===== src/rtl/calc_key_sequencer_if.sv =====
// Keypad-side and CU/IU-side signal bundle of the calculator key sequencer.
interface calc_key_sequencer_if #(
  parameter int unsigned OPW = 14
);

  logic           key_valid;
  logic [3:0]     key_code;
  logic           trig;
  logic [2:0]     value;
  logic           ClearEntry;
  logic [OPW-1:0] operand;
  logic [2:0]     digit_count;
  logic [1:0]     phase;
  logic           err;
  logic           busy;

  // Keypad encoder / environment side: drives keys, observes the sequencer.
  modport master (
    output key_valid, key_code,
    input  trig, value, ClearEntry, operand, digit_count, phase, err, busy
  );

  // Sequencer side: consumes keys, drives the CU/IU controls.
  modport slave (
    input  key_valid, key_code,
    output trig, value, ClearEntry, operand, digit_count, phase, err, busy
  );

endinterface


===== src/rtl/calc_key_sequencer.sv =====
// Calculator key sequencer: debounces keypad presses, accumulates decimal
// operands for the IU and emits trig/value/ClearEntry step bursts to the CU.
module calc_key_sequencer #(
  parameter int unsigned DEB_CYCLES = 4,
  parameter int unsigned DIG_MAX    = 4,
  parameter int unsigned OPW        = 14
) (
  input logic                 CLK,
  input logic                 Reset,
  calc_key_sequencer_if.slave bus
);

  localparam int unsigned CW = 4;        // debounce sample counter
  localparam int unsigned EW = 3;        // burst cycle index E0..E5
  localparam int unsigned AW = OPW + 4;  // multiply-accumulate width

  localparam logic [2:0] ST_INIT      = 3'd0;
  localparam logic [2:0] ST_IDLE      = 3'd1;
  localparam logic [2:0] ST_DEB_PRESS = 3'd2;
  localparam logic [2:0] ST_EMIT      = 3'd3;
  localparam logic [2:0] ST_WAIT_REL  = 3'd4;
  localparam logic [2:0] ST_DEB_REL   = 3'd5;

  localparam logic [1:0] PH_OPA  = 2'd0;
  localparam logic [1:0] PH_OPB  = 2'd1;
  localparam logic [1:0] PH_DONE = 2'd2;

  localparam logic [2:0] V_INIT  = 3'd0;
  localparam logic [2:0] V_DIGIT = 3'd1;
  localparam logic [2:0] V_ADD   = 3'd2;
  localparam logic [2:0] V_SUB   = 3'd3;
  localparam logic [2:0] V_EQ    = 3'd4;

  localparam logic [3:0] K_DIG9 = 4'd9;
  localparam logic [3:0] K_ADD  = 4'd10;
  localparam logic [3:0] K_SUB  = 4'd11;
  localparam logic [3:0] K_EQ   = 4'd12;
  localparam logic [3:0] K_CE   = 4'd13;

  localparam logic [CW-1:0] DEB_LAST = CW'(DEB_CYCLES);
  localparam logic [2:0]    DIG_LIM  = 3'(DIG_MAX);

  // State and datapath registers
  logic [2:0]     state_q,   state_d;
  logic [CW-1:0]  cnt_q,     cnt_d;
  logic [3:0]     code_q,    code_d;
  logic [EW-1:0]  ecnt_q,    ecnt_d;
  logic [1:0]     burst_q,   burst_d;
  logic           to_idle_q, to_idle_d;
  logic           trig_q,    trig_d;
  logic [2:0]     value_q,   value_d;
  logic           ce_n_q,    ce_n_d;
  logic [OPW-1:0] operand_q, operand_d;
  logic [2:0]     dcount_q,  dcount_d;
  logic [1:0]     phase_q,   phase_d;
  logic           err_q,     err_d;
  logic           busy_q,    busy_d;

  logic           accept;
  logic [EW-1:0]  last_idx;
  logic [AW-1:0]  mac;

  // Next-state, event decode and registered-output values
  always_comb begin
    state_d   = state_q;
    cnt_d     = cnt_q;
    code_d    = code_q;
    ecnt_d    = ecnt_q;
    burst_d   = burst_q;
    to_idle_d = to_idle_q;
    trig_d    = 1'b0;
    value_d   = value_q;
    ce_n_d    = 1'b1;
    operand_d = operand_q;
    dcount_d  = dcount_q;
    phase_d   = phase_q;
    err_d     = err_q;
    accept    = 1'b0;
    mac       = '0;
    last_idx  = (burst_q == 2'd0) ? EW'(0) : ({burst_q, 1'b0} - EW'(1));

    case (state_q)
      // INIT is E0 of a single value=0 pulse that releases the CU from clear
      ST_INIT: begin
        trig_d    = 1'b1;
        ecnt_d    = EW'(1);
        burst_d   = 2'd1;
        to_idle_d = 1'b1;
        state_d   = ST_EMIT;
      end

      ST_IDLE: begin
        if (bus.key_valid) begin
          code_d = bus.key_code;
          cnt_d  = CW'(1);
          if (DEB_LAST == CW'(1)) accept = 1'b1;
          else                    state_d = ST_DEB_PRESS;
        end
      end

      ST_DEB_PRESS: begin
        if (!bus.key_valid) begin
          state_d = ST_IDLE;
        end else if (bus.key_code != code_q) begin
          code_d = bus.key_code;
          cnt_d  = CW'(1);
        end else if (cnt_q + CW'(1) == DEB_LAST) begin
          accept = 1'b1;
        end else begin
          cnt_d = cnt_q + CW'(1);
        end
      end

      // Pulses land on odd burst cycles; value stays put for the whole burst
      ST_EMIT: begin
        if (ecnt_q == last_idx) begin
          state_d = to_idle_q ? ST_IDLE : ST_WAIT_REL;
        end else begin
          ecnt_d = ecnt_q + EW'(1);
          trig_d = ~ecnt_q[0];
        end
      end

      ST_WAIT_REL: begin
        if (!bus.key_valid) begin
          cnt_d = CW'(1);
          if (DEB_LAST == CW'(1)) state_d = ST_IDLE;
          else                    state_d = ST_DEB_REL;
        end
      end

      ST_DEB_REL: begin
        if (bus.key_valid) begin
          state_d = ST_WAIT_REL;
        end else if (cnt_q + CW'(1) == DEB_LAST) begin
          state_d = ST_IDLE;
        end else begin
          cnt_d = cnt_q + CW'(1);
        end
      end

      default: state_d = ST_INIT;
    endcase

    // Accepted press: apply the event now so it is visible from E0
    if (accept) begin
      state_d   = ST_EMIT;
      ecnt_d    = '0;
      burst_d   = 2'd0;
      to_idle_d = 1'b0;
      mac       = AW'(operand_q) * AW'(10) + AW'(code_d);
      if (code_d <= K_DIG9) begin
        if ((phase_q != PH_DONE) && (dcount_q < DIG_LIM)) begin
          // First digit of B overwrites A, which the IU no longer needs
          if ((phase_q == PH_OPB) && (dcount_q == 3'd0)) operand_d = OPW'(code_d);
          else                                           operand_d = OPW'(mac);
          dcount_d = dcount_q + 3'd1;
          value_d  = V_DIGIT;
          burst_d  = 2'd1;
        end else begin
          err_d = 1'b1;
        end
      end else begin
        case (code_d)
          K_ADD, K_SUB: begin
            // Operand is kept so the IU still presents A while the CU loads it
            if ((phase_q == PH_OPA) && (dcount_q != 3'd0)) begin
              value_d  = (code_d == K_ADD) ? V_ADD : V_SUB;
              burst_d  = 2'd3;
              phase_d  = PH_OPB;
              dcount_d = 3'd0;
            end else begin
              err_d = 1'b1;
            end
          end
          K_EQ: begin
            if ((phase_q == PH_OPB) && (dcount_q != 3'd0)) begin
              value_d = V_EQ;
              burst_d = 2'd2;
              phase_d = PH_DONE;
            end else begin
              err_d = 1'b1;
            end
          end
          K_CE: begin
            operand_d = '0;
            dcount_d  = 3'd0;
            ce_n_d    = 1'b0;
          end
          default: err_d = 1'b1;
        endcase
      end
    end

    busy_d = (state_d != ST_IDLE);
  end

  // State and output registers with synchronous reset
  always_ff @(posedge CLK) begin
    if (Reset) begin
      state_q   <= ST_INIT;
      cnt_q     <= '0;
      code_q    <= '0;
      ecnt_q    <= '0;
      burst_q   <= '0;
      to_idle_q <= 1'b0;
      trig_q    <= 1'b0;
      value_q   <= V_INIT;
      ce_n_q    <= 1'b1;
      operand_q <= '0;
      dcount_q  <= '0;
      phase_q   <= PH_OPA;
      err_q     <= 1'b0;
      busy_q    <= 1'b0;
    end else begin
      state_q   <= state_d;
      cnt_q     <= cnt_d;
      code_q    <= code_d;
      ecnt_q    <= ecnt_d;
      burst_q   <= burst_d;
      to_idle_q <= to_idle_d;
      trig_q    <= trig_d;
      value_q   <= value_d;
      ce_n_q    <= ce_n_d;
      operand_q <= operand_d;
      dcount_q  <= dcount_d;
      phase_q   <= phase_d;
      err_q     <= err_d;
      busy_q    <= busy_d;
    end
  end

  assign bus.trig        = trig_q;
  assign bus.value       = value_q;
  assign bus.ClearEntry  = ce_n_q;
  assign bus.operand     = operand_q;
  assign bus.digit_count = dcount_q;
  assign bus.phase       = phase_q;
  assign bus.err         = err_q;
  assign bus.busy        = busy_q;

endmodule


===== src/flat_wrapper.sv =====
// flat-port wrapper written by rule: the top's interface ports become plain ports
module calc_key_sequencer_flat 
#(
  parameter int unsigned DEB_CYCLES = 4,
  parameter int unsigned DIG_MAX    = 4,
  parameter int unsigned OPW        = 14
)
  (CLK, Reset, bus_key_valid, bus_key_code, bus_trig, bus_value, bus_ClearEntry, bus_operand, bus_digit_count, bus_phase, bus_err, bus_busy);
  calc_key_sequencer_if #(.OPW(OPW)) bus_i ();
  input logic CLK;
  input logic Reset;
  input wire logic [$bits(bus_i.key_valid)-1:0] bus_key_valid;
  input wire logic [$bits(bus_i.key_code)-1:0] bus_key_code;
  output wire logic [$bits(bus_i.trig)-1:0] bus_trig;
  output wire logic [$bits(bus_i.value)-1:0] bus_value;
  output wire logic [$bits(bus_i.ClearEntry)-1:0] bus_ClearEntry;
  output wire logic [$bits(bus_i.operand)-1:0] bus_operand;
  output wire logic [$bits(bus_i.digit_count)-1:0] bus_digit_count;
  output wire logic [$bits(bus_i.phase)-1:0] bus_phase;
  output wire logic [$bits(bus_i.err)-1:0] bus_err;
  output wire logic [$bits(bus_i.busy)-1:0] bus_busy;
  assign bus_i.key_valid = bus_key_valid;
  assign bus_i.key_code = bus_key_code;
  assign bus_trig = bus_i.trig;
  assign bus_value = bus_i.value;
  assign bus_ClearEntry = bus_i.ClearEntry;
  assign bus_operand = bus_i.operand;
  assign bus_digit_count = bus_i.digit_count;
  assign bus_phase = bus_i.phase;
  assign bus_err = bus_i.err;
  assign bus_busy = bus_i.busy;
  calc_key_sequencer #(.DEB_CYCLES(DEB_CYCLES), .DIG_MAX(DIG_MAX), .OPW(OPW)) u_core (.CLK(CLK), .Reset(Reset), .bus(bus_i));
endmodule

===== config.mk =====
export PLATFORM = sky130hd
export DESIGN_NAME = calc_key_sequencer_flat
export DESIGN_NICKNAME = d
export VERILOG_FILES = /design/src/rtl/calc_key_sequencer_if.sv /design/src/rtl/calc_key_sequencer.sv /design/src/flat_wrapper.sv
export SDC_FILE = /design/constraint.sdc
export NUM_CORES = 1
export LEC_CHECK = 0
export CAP_MARGIN = 20
export CELL_PAD_IN_SITES_DETAIL_PLACEMENT = 1
export CELL_PAD_IN_SITES_GLOBAL_PLACEMENT = 1
export CORE_UTILIZATION = 43
export CTS_CLUSTER_DIAMETER = 40
export DETAILED_ROUTE_END_ITERATION = 8
export PLACE_DENSITY = 0.91
export SLEW_MARGIN = 20
export SYNTH_ARGS = -nofsm -noshare
export SYNTH_HDL_FRONTEND = slang
export SYNTH_SLANG_ARGS = --single-unit
export TNS_END_PERCENT = 1

===== constraint.sdc =====
create_clock -name CLK -period 3.2 [get_ports CLK]
set_input_delay 0.48 -clock CLK [delete_from_list [all_inputs] [get_ports CLK]]
set_output_delay 0.48 -clock CLK [all_outputs]
set_load 0.02 [all_outputs]

==> summary.md, run 1 <==
| Metric | Value |
|---|---|
| Core area | `0.00646 mm²` |
| Syn. warnings | `0` |
| VDD IR-drop max | `0.000172 V` |
| Post-synth EDFFs | `0` |
| CTS Buffer Depth | `2` |
| Design area | `0.00354 mm²` |
| DPL Wire Length | `6.12 mm` |
| DR vias/cell | `5.86` |
| Num rows | `29` |
| Routed via count | `2738` |
| Failing checks | `DRC` |
| Worst-Skew Late Latency | `0.30 ns` |
| Worst setup path class | `input port to register` |
| Initial core utilization | `45.1%` |
| Register area | `861 µm²` |
| Most common cell after layout, fill and taps aside | `nor2_1` |
| Clock power frac | `32.7%` |
| Required time of the critical path | `3.38 ns` |
| R2R depth | `9` |
| Top FF cell, synth | `dfxtp_1` |
| Cell type with the largest total area after synthesis | `dfxtp_1` |
| CTS Root Cell | `clkbuf_8` |
| Fin. max-slew vios | `0` |
| Synth Area per Inst | `8.46 µm²` |
| Routed wire length | `8.27 mm` |
| Most frequent cells in the layout | `nor2_1, dfxtp_1, clkdlybuf4s50_1` |
| Die H | `84.3 µm` |
| Multi-input combinational cell area | `0.00196 mm²` |
| Lkg Pwr | `1.42 nW` |
| Final setup skew | `0.00846 ns` |
| Largest net degree at the start of global routing | `28` |
| Port Buf Inserts | `32` |
| Synth unique cells | `55` |
| Post-synth ARST share | `0%` |
| Largest cells by area after synthesis | `dfxtp_1, ha_1, nor2_1` |
| Starting DRT DRC Count | `112` |
| Maximum clock frequency | `0.340 GHz` |
| Layout cell share with drive strength beyond 1 | `10.0%` |
| Crit path max fanout | `3` |
| Die Span X | `84.3 µm` |
| Final Hold Vio Count | `0` |
| Min Tclk post-route | `2.94 ns` |
| Drt pass-1 iters | `8` |
| Die area | `0.00710 mm²` |
| Sequential Power Share | `45.8%` |
| Placed Area | `0.00341 mm²` |
| First-pass GRT wire length | `13.7 mm` |
| Max cap viols | `0` |
| Area share of the largest cell type after synthesis | `29.6%` |
| Register area share after synthesis | `29.6%` |
| Number of global-route vias before repair | `2829` |
| WHS Path Cells | `2` |
| Cells after Synth | `344` |
| WL per Instance | `17.7 µm` |
| TNS Setup | `0 ns` |
| Critical Path End Type | `register` |
| Antenna cells | `0` |
| Int Power | `897 µW` |
| Global Route Usage Sum | `23.8%` |
| Final RePlAce weighted congestion | `0.864` |
| Unrepaired setup endpoints after global routing | `no` |
| Pwr/cell area | `357 mW/mm²` |
| Gate power share | `21.5%` |
| Clock sink total | `43` |
| Final Setup Violations | `0` |
| Ports | `33` |
| Residual DRC count | `4` |
| Total design power | `1.26 mW` |
| Syn_nets | `379` |
| H-tree levels | `2` |
| Mapped Area | `0.00291 mm²` |
| Outcome | `finished, violations left` |
| GR Overflow Total | `0` |
| Sw frac | `29.0%` |
| Final period util | `92.0%` |
| Post-CTS Setup Inserts | `0` |
| WP data arrival | `3.13 ns` |
| TritonCTS Buffers | `5` |
| Post-DRT Antenna Nets | `0` |
| Area grow syn2layout | `21.4%` |
| Nets@finish | `425` |
| Fin util | `54.7%` |
| Seq cells post-synth | `43` |
| Min-delay worst type | `register to register` |
| Worst slew pin tran | `0.656 ns` |
| Startpoint Class | `input port` |
| Reg clk slew, reported paths | `0.08 ns` |
| Relative slew slack | `56.0%` |
| CTS tree | `yes` |
| Filler Cells Inserted | `780` |
| NetSw | `366 µW` |
| Initial antenna violation count | `0` |
-- synthesized netlist by cell type, drive strengths merged, types with 2 or more instances --
library cell,count
a31oi,4
or3,3
nor3b,3
o21ai,19
a22oi,4
and4,3
nand3,8
nand2,17
o21a,5
inv,15
nand2b,4
buf,2
clkbuf,9
fa,2
nor3,12
xnor2,18
mux2i,7
o2111ai,2
o221ai,2
or4,2
a211oi,3
and2,2
nand4,4
and3,2
ha,26
a32oi,3
nor2,47
nand3b,2
o2bb2ai,10
nor4,2
a21oi,22
mux2,3
dfxtp,43
nor2b,8
xor2,8
a21o,6
-- power by group through the flow --
stage                     sequential (mW)  combinational (mW)  clock [mW]
after floorplan                     0.591               0.168           0
after global placement              0.588               0.253           0
after detailed placement            0.590               0.263           0
after CTS                           0.577               0.266       0.420
after global routing                0.582               0.297       0.443
final                               0.578               0.272       0.413
-- layout make-up --
class	count	area share (%)
well taps	77	2.72
inverters	15	1.59
clock inverters	1	0.849
flip-flops and latches	43	24.3
clock buffers	6	2.05
repair buffers	50	12.9
multi-input cells	275	55.6
-- routing by layer --
layer  vias to the layer above  track usage [%]  part of all wire (%)
li1                       1345                -                     -
met1                      1327             29.1                    45
met2                        54             44.1                    50
met3                        12             2.95                   3.2
met4                         0             6.11                   1.4
met5                         -                0                     0
-- registers in the layout (all words and copies together), names as in the netlist, 2 cells and up --
name and cells:
u_core.burst_q 2, u_core.bus.digit_count 3, u_core.bus.operand 14, u_core.bus.phase 2, u_core.bus.value 3, u_core.cnt_q 4
u_core.code_q 4, u_core.ecnt_q 3, u_core.state_q 3
-- critical path, cell delays in order --
cell	delay [ns]
clkdlybuf4s50_1	0.48
nand2b_1	0.13
nor2_4	0.19
mux2i_4	0.09
inv_2	0.09
ha_1	0.18
inv_1	0.07
fa_1	0.37
nor2b_1	0.16
o2111ai_1	0.12
inv_1	0.11
nand3_1	0.12
buf_4	0.18
nor2_1	0.12
xnor2_1	0.14
o2bb2ai_1	0.08
-- worst paths after layout --
kind	slack, ns	startpoint	end
max	0.26	bus_key_valid	u_core.bus.operand[11]
min	0.46	u_core.bus.value[0]	u_core.bus.value[0]
max reg2reg	0.32	u_core.bus.operand[6]	u_core.bus.operand[13]
min reg2reg	0.46	u_core.bus.value[0]	u_core.bus.value[0]
-- kinds of logic (layout without fill, tap and decap cells) --
kind of cell	count (synthesis)	after routing	share of synthesized area, %
adders and majority gates	28	28	12.5
buffers and inverters	26	72	3.65
and+or+nand+nor	122	122	21.1
muxes	10	10	4.00
xor gates and xnor gates	26	26	7.82
DFF	43	43	29.6
AOI/OAI and AO/OA	89	89	21.4
-- per-stage QoR --
| stage | hold slack (ns) | cells | setup WS, ns |
|---|---|---|---|
| after floorplan | 0.441 | 344 | 0.487 |
| after global placement | 0.448 | 460 | 0.0991 |
| after detailed placement | 0.452 | 460 | -0.0736 |
| after CTS | 0.470 | 467 | 0.148 |
| after global routing | 0.488 | 467 | 0.0366 |
| final | 0.462 | 467 | 0.257 |
-- what timing repair did --
item                       4_1_cts  5_1_grt
setup endpoints to repair        0        1
hold buffers                     0        0
resized for setup                0        3
Note: power is estimated with default switching activity, not from simulation.
==> run 2, diff against run 1 <==
- GPL_ROUTABILITY_DRIVEN: unset -> 0
==> results of run 2 <==
No change in the layout: final DEF, timing and power equal those of run 1.
==> run 3, diff against run 2 <==
- CAP_MARGIN: 20 -> 30
- HOLD_SLACK_MARGIN: unset -> 0.03
==> results of run 3 <==
No change in the layout: final DEF, timing and power equal those of run 1.
